$ cat config.mk
export PLATFORM = sky130hd
export DESIGN_NAME = load_store_unit
export DESIGN_NICKNAME = d
export VERILOG_FILES = /design/src/rtl/load_store_unit.sv
export SDC_FILE = /design/constraint.sdc
export NUM_CORES = 1
export LEC_CHECK = 0
export ABC_AREA = 1
export BUFFER_PORTS_ARGS = -buffer_cell sky130_fd_sc_hd__buf_2
export CELL_PAD_IN_SITES_DETAIL_PLACEMENT = 0
export CELL_PAD_IN_SITES_GLOBAL_PLACEMENT = 2
export CORE_UTILIZATION = 25
export DETAILED_ROUTE_END_ITERATION = 6
export GPL_TIMING_DRIVEN = 0
export PLACE_DENSITY_LB_ADDON = 0.12
export SLEW_MARGIN = 20
export SYNTH_ARGS = -nofsm -noshare
export SYNTH_HDL_FRONTEND = slang
export SYNTH_SLANG_ARGS = --single-unit
$ cat constraint.sdc
create_clock -name clk -period 1.5 [get_ports clk]
set_clock_uncertainty 0.1 [all_clocks]
set_input_delay 0.075 -clock clk [delete_from_list [all_inputs] [get_ports clk]]
set_output_delay 0.075 -clock clk [all_outputs]
set_load 0.02 [all_outputs]
$ cat src/rtl/load_store_unit.sv
// ---------------------------------------------------------------------------
// load_store_unit
//
// Multi-cycle load/store unit placed after the ALU. It accepts a LOAD or
// STORE instruction, performs one handshaked word-wide data-memory access
// and returns lane-extracted, sign/zero-extended load data with a one-cycle
// done pulse.
//
// Optional feature macro: LSU_MISALIGN_CHECK_EN
//   defined   : misaligned halfword/word accesses skip memory and finish
//               with misaligned=1.
//   undefined : misaligned is tied low and the byte offset is forced to
//               natural alignment.
//
// Ports
//   clk, reset          clock, synchronous active-high reset
//   start               accept an operation (honoured in IDLE only)
//   op_code, funct3     instruction opcode and size/signedness
//   alu_result          effective byte address
//   store_data          rs2 value
//   busy, done          status / one-cycle completion pulse
//   load_data           extended load result, held until the next load
//   misaligned          valid with done
//   mem_req/we/addr/wdata/wmask   memory request channel
//   mem_ready           request accepted
//   mem_rvalid/rdata    read response
// ---------------------------------------------------------------------------
module load_store_unit (
  input  logic        clk,
  input  logic        reset,
  input  logic        start,
  input  logic [6:0]  op_code,
  input  logic [2:0]  funct3,
  input  logic [31:0] alu_result,
  input  logic [31:0] store_data,
  output logic        busy,
  output logic        done,
  output logic [31:0] load_data,
  output logic        misaligned,
  output logic        mem_req,
  output logic        mem_we,
  output logic [31:0] mem_addr,
  output logic [31:0] mem_wdata,
  output logic [3:0]  mem_wmask,
  input  logic        mem_ready,
  input  logic        mem_rvalid,
  input  logic [31:0] mem_rdata
);

  localparam logic [6:0] OP_LOAD  = 7'b0000011;
  localparam logic [6:0] OP_STORE = 7'b0100011;

  typedef enum logic [1:0] {
    IDLE  = 2'd0,
    REQ   = 2'd1,
    RDATA = 2'd2,
    FIN   = 2'd3
  } state_e;

  state_e      state_q, state_d;
  logic [2:0]  funct3_q;
  logic [1:0]  off_q;
  logic        mem_we_q;
  logic [31:0] mem_addr_q;
  logic [31:0] mem_wdata_q;
  logic [3:0]  mem_wmask_q;
  logic [31:0] load_data_q;

  logic        is_load_s;
  logic        is_store_s;
  logic        legal_s;
  logic        mis_s;
  logic [1:0]  off_s;
  logic [3:0]  wmask_s;
  logic [31:0] wdata_s;
  logic        accept_s;
  logic        rdata_cap_s;
  logic [7:0]  byte_s;
  logic [15:0] half_s;
  logic [31:0] ext_s;

  // Decode the incoming instruction into load/store legality.
  always_comb begin
    is_load_s  = 1'b0;
    is_store_s = 1'b0;
    if (op_code == OP_LOAD) begin
      case (funct3)
        3'd0, 3'd1, 3'd2, 3'd4, 3'd5: is_load_s = 1'b1;
        default:                      is_load_s = 1'b0;
      endcase
    end else if (op_code == OP_STORE) begin
      case (funct3)
        3'd0, 3'd1, 3'd2: is_store_s = 1'b1;
        default:          is_store_s = 1'b0;
      endcase
    end else begin
      is_load_s  = 1'b0;
      is_store_s = 1'b0;
    end
  end

  assign legal_s = is_load_s | is_store_s;

  // Byte offset forced to natural alignment for the access size; with the
  // check enabled, misaligned accesses never reach memory, so forcing is
  // harmless there too.
  always_comb begin
    off_s = 2'b00;
    case (funct3[1:0])
      2'd0:    off_s = alu_result[1:0];
      2'd1:    off_s = {alu_result[1], 1'b0};
      default: off_s = 2'b00;
    endcase
  end

`ifdef LSU_MISALIGN_CHECK_EN
  assign mis_s = legal_s &
                 (((funct3[1:0] == 2'd1) & alu_result[0]) |
                  ((funct3[1:0] == 2'd2) & (alu_result[1:0] != 2'b00)));
`else
  assign mis_s = 1'b0;
`endif

  // Store byte enables and lane-replicated write data.
  always_comb begin
    wmask_s = 4'b0000;
    wdata_s = 32'h0000_0000;
    if (is_store_s) begin
      case (funct3)
        3'd0: begin
          wmask_s = 4'b0001 << off_s;
          wdata_s = {4{store_data[7:0]}};
        end
        3'd1: begin
          wmask_s = 4'b0011 << off_s;
          wdata_s = {2{store_data[15:0]}};
        end
        3'd2: begin
          wmask_s = 4'b1111;
          wdata_s = store_data;
        end
        default: begin
          wmask_s = 4'b0000;
          wdata_s = 32'h0000_0000;
        end
      endcase
    end else begin
      wmask_s = 4'b0000;
      wdata_s = 32'h0000_0000;
    end
  end

  assign accept_s    = (state_q == IDLE) & start;
  assign rdata_cap_s = (state_q == RDATA) & mem_rvalid;

  // Next-state logic.
  always_comb begin
    state_d = state_q;
    case (state_q)
      IDLE: begin
        if (start) begin
          if (legal_s && !mis_s) begin
            state_d = REQ;
          end else begin
            state_d = FIN;
          end
        end else begin
          state_d = IDLE;
        end
      end
      REQ: begin
        if (mem_ready) begin
          state_d = mem_we_q ? FIN : RDATA;
        end else begin
          state_d = REQ;
        end
      end
      RDATA: begin
        if (mem_rvalid) begin
          state_d = FIN;
        end else begin
          state_d = RDATA;
        end
      end
      FIN:     state_d = IDLE;
      default: state_d = IDLE;
    endcase
  end

  // Lane extraction and sign/zero extension of the returned word.
  always_comb begin
    byte_s = 8'h00;
    case (off_q)
      2'd0:    byte_s = mem_rdata[7:0];
      2'd1:    byte_s = mem_rdata[15:8];
      2'd2:    byte_s = mem_rdata[23:16];
      2'd3:    byte_s = mem_rdata[31:24];
      default: byte_s = mem_rdata[7:0];
    endcase
    half_s = off_q[1] ? mem_rdata[31:16] : mem_rdata[15:0];
    ext_s  = mem_rdata;
    case (funct3_q)
      3'd0:    ext_s = {{24{byte_s[7]}}, byte_s};
      3'd1:    ext_s = {{16{half_s[15]}}, half_s};
      3'd2:    ext_s = mem_rdata;
      3'd4:    ext_s = {24'h00_0000, byte_s};
      3'd5:    ext_s = {16'h0000, half_s};
      default: ext_s = mem_rdata;
    endcase
  end

`ifdef LSU_MISALIGN_CHECK_EN
  logic misal_q;

  // Misalignment flag captured on acceptance, shown only during FIN.
  always_ff @(posedge clk) begin
    if (reset) begin
      misal_q <= 1'b0;
    end else if (accept_s) begin
      misal_q <= mis_s;
    end
  end

  assign misaligned = misal_q & (state_q == FIN);
`else
  assign misaligned = 1'b0;
`endif

  // State, captured operands, memory request and load result registers.
  always_ff @(posedge clk) begin
    if (reset) begin
      state_q     <= IDLE;
      funct3_q    <= 3'd0;
      off_q       <= 2'd0;
      mem_we_q    <= 1'b0;
      mem_addr_q  <= 32'h0000_0000;
      mem_wdata_q <= 32'h0000_0000;
      mem_wmask_q <= 4'b0000;
      load_data_q <= 32'h0000_0000;
    end else begin
      state_q <= state_d;
      if (accept_s) begin
        funct3_q    <= funct3;
        off_q       <= off_s;
        mem_we_q    <= is_store_s;
        mem_addr_q  <= {alu_result[31:2], 2'b00};
        mem_wdata_q <= wdata_s;
        mem_wmask_q <= wmask_s;
      end
      if (rdata_cap_s) begin
        load_data_q <= ext_s;
      end
    end
  end

  assign busy      = (state_q != IDLE);
  assign done      = (state_q == FIN);
  assign mem_req   = (state_q == REQ);
  assign mem_we    = mem_we_q;
  assign mem_addr  = mem_addr_q;
  assign mem_wdata = mem_wdata_q;
  assign mem_wmask = mem_wmask_q;
  assign load_data = load_data_q;

endmodule

==> flow_summary.json <==
{
  "ff2ff_path_depth": 11,
  "wire_per_inst_um": 14.7,
  "clock_path_buffers": 2,
  "finalNetCount": 1133,
  "antenna_left": 0,
  "seq_area_frac_synth_pct": 41.7,
  "vias_per_cell": 4.35,
  "clock_latency_ns": 0.35,
  "min_to": "load_data[9]",
  "final_cell_count_no_fill": 1293,
  "r2r-start": "off_q[1]",
  "syn_area_mm2": 0.00509,
  "r2r_end": "load_data[20]",
  "synth_commonest_cells": "nand2_1 (196), dfxtp_1 (106), o21ai_0 (92)",
  "worstMarginPinSlew_ns": 0.702,
  "regToRegSetupSlack_ns": -0.005,
  "synth-seq-cells": 106,
  "place_inst": 1196,
  "p_leak_nw": 3.84,
  "final_cell_area_mm2": 0.00781,
  "finalSetupTns_ns": -0.00491,
  "fp.dieH_um": 145,
  "dieArea_mm2": 0.0209,
  "yosysWarnings": 0,
  "peakVddDrop_mv": 0.633,
  "multi_input_area_mm2": 0.00268,
  "path_max_fanout": 8,
  "crit_path_start_kind": "register",
  "grt_use_total_pct": 18.4,
  "synth_area_leaders": "dfxtp_1 (42%), nand2_1 (14%), o21ai_0 (9.1%)",
  "dpl.hpwl_um": 14300,
  "areaGrowthSynthToFinish_pct": 53.6,
  "synth_simple_gate_area_share_pct": 29.7,
  "critPathArrivalTime_ns": 1.66,
  "violations": "negative setup slack",
  "drt-pass1-iter-count": 4,
  "period_share_pct": 100,
  "postLayoutCoreUtil_pct": 39.6,
  "cts_tree": "built",
  "fillerInstances": 2214,
  "hold_start": "mem_rdata[9]",
  "place_ws_ns": -0.343,
  "required_ns": 1.66,
  "row_count": 51,
  "seq_area_mm2": 0.00213,
  "cpLargestDelayFamily": "buffers and inverters",
  "synthCells": 717,
  "synth_top_family_by_area": "simple AND/OR/NAND/NOR gates",
  "routed_wl_um": 19100,
  "clkTransAtPathRegs_ns": 0.08,
  "synth_most_common_cell": "nand2_1",
  "fin_crit_ns": 1.50,
  "start_util_pct": 25.8,
  "grt_max_degree": 20,
  "grt_overflow": 0,
  "slew_violations": 0,
  "synth_compound_area_share_pct": 19.8,
  "status": "complete, but fails checks",
  "htree_levels": 3,
  "power_density_mw_per_mm2": 1010,
  "synth_top_area_share_pct": 41.7,
  "setup_viol": 1,
  "port_buffers": 212,
  "vias": 5626,
  "synth_edf_count": 0,
  "worstSetupPathType": "reg -> reg",
  "numCtsBuffers": 9,
  "critPathBufInv": 5,
  "synth_top_area_cell": "dfxtp_1",
  "yosysUniqueCellTypes": 31,
  "crit_cells": 11,
  "grt_pass1_wl_um": 28800,
  "crit_chain": "buf_6 -> inv_4 -> buf_6 -> nand2_2 -> nand3_2 -> nand2_2 -> nand2_4 -> nand2_8 -> clkbuf_16 -> o21bai_2 -> inv_1",
  "async_flop_share_pct": 0,
  "clock_sinks": 106,
  "hold_violations": 0,
  "setup_ws_ns": -0.00491,
  "fmax_ghz": 0.664,
  "hold_class": "in -> reg",
  "first_iter_violations": 176,
  "hold_depth": 5,
  "cap_violations": 0,
  "avgSynthCellArea_um2": 7.09,
  "pin_count": 216,
  "max_slew_margin_pct": 53.2,
  "antenna_found_initial": 3,
  "drc": 0,
  "rsz0062_at_grt": "true",
  "ys.flop_type": "dfxtp_1",
  "muxShareOfSynthArea_pct": 0,
  "synth_xor_area_share_pct": 0,
  "die_w_um": 145,
  "endpoint_kind": "register",
  "clock-root-buffer": "clkbuf_16",
  "core-area_mm2": 0.0197,
  "synth_adder_area_share_pct": 0,
  "layout-drive-gt1-share_pct": 34.1,
  "crit_path_top_delay_cell": "dfxtp_2",
  "grt_pass1_vias": 5530,
  "cp_slowest_stage_delay_ns": 0.32,
  "gp_congestion": 0.829,
  "placed_area_mm2": 0.00649
}
layer usage:
metal | vias to the layer above | GRT usage, % | wire, um
met5 | - | 0 | 13
met4 | 2 | 4.04 | 206
met3 | 14 | 5.26 | 1140
met2 | 150 | 32.2 | 9270
met1 | 2531 | 22.0 | 8440
li1 | 2929 | - | -
cell usage in the layout, fill, tap and decap left out, types with 2 or more instances in the layout:
master	instances
clkbuf_1	9
nor3_2	2
o21bai_1	6
dlygate4sd3_1	70
o21ai_0	69
inv_2	6
clkbuf_2	5
nor2_2	2
nor2_4	2
nand2_2	9
buf_4	19
o21bai_2	2
nand2_4	16
inv_8	2
nand3_1	43
clkinvlp_4	2
buf_6	6
a21oi_1	54
inv_4	2
dfxtp_2	3
buf_12	2
nand2_1	188
nor2_1	68
nor3_1	2
nand3_2	2
clkbuf_4	4
o21ai_1	22
inv_1	37
o21bai_4	8
buf_2	223
dfxtp_1	103
clkbuf_16	10
conb_1	3
a21oi_2	14
stage by stage:
stage | total power, mW | hold slack (ns)
after detailed placement | 5.04 | 0.231
after floorplan | 4.33 | 0.118
after global placement | 5.05 | 0.230
after global routing | 8.40 | 0.00733
after CTS | 7.83 | 0.0000429
final | 7.91 | 0.00735
worst max path at each step:
stage | start | end | slack, ns
after global placement | funct3_q[0] | load_data[4] | -0.36
after detailed placement | funct3_q[0] | load_data[5] | -0.34
after global routing | off_q[1] | load_data[20] | -0.07
final | off_q[1] | load_data[20] | -0.005
after CTS | funct3_q[1] | load_data[23] | 0.0004
after floorplan | off_q[1] | load_data[23] | 0.10
state kept, by name (all words and copies together), names as in the netlist:
| register | count |
|---|---|
| load_data | 32 |
| mem_wdata | 32 |
| mem_addr | 30 |
| mem_wmask | 4 |
| funct3_q | 3 |
| off_q | 2 |
| state_q | 2 |
| mem_we | 1 |
kinds of logic (layout without fill, tap and decap cells):
family	Yosys count	in the layout
simple gates	339	339
compound gates	178	178
flops	106	106
buf+inv	93	401
other cells	1	4
worst reg2reg max path: stages, from the launching register on:
cell	delay, ns
dfxtp_2	0.32
buf_6	0.13
inv_4	0.05
buf_6	0.11
nand2_2	0.05
nand3_2	0.07
nand2_2	0.06
nand2_4	0.10
nand2_8	0.09
clkbuf_16	0.18
o21bai_2	0.11
inv_1	0.05
power breakdown:
group          internal [mW]  switching, mW  total, mW
sequential              3.02          0.108       3.13
clock                   1.33           1.22       2.55
combinational          0.899           1.34       2.24
total                   5.25           2.67       7.91
layout make-up:
| class | count | share of cell area (%) |
|---|---|---|
| clock inverter | 7 | 1.09 |
| timing repair buffer | 294 | 24.0 |
| tap | 265 | 4.24 |
| antenna | 1 | 0.0320 |
| multi-input combinational | 520 | 34.4 |
| clock buffer | 9 | 2.88 |
| buffer | 46 | 3.99 |
| inverter | 45 | 2.23 |
| sequential | 106 | 27.2 |
repair_timing:
action / in CTS / in global routing
resized for setup: 19 / 69
buffers inserted: 8 / 3
pin swaps: 0 / 8
hold endpoints to repair: 70 / 0
hold buffers: 70 / 0
setup endpoints to repair: 99 / 75
cloned: 0 / 1
Power figures use the tool's default switching activity.
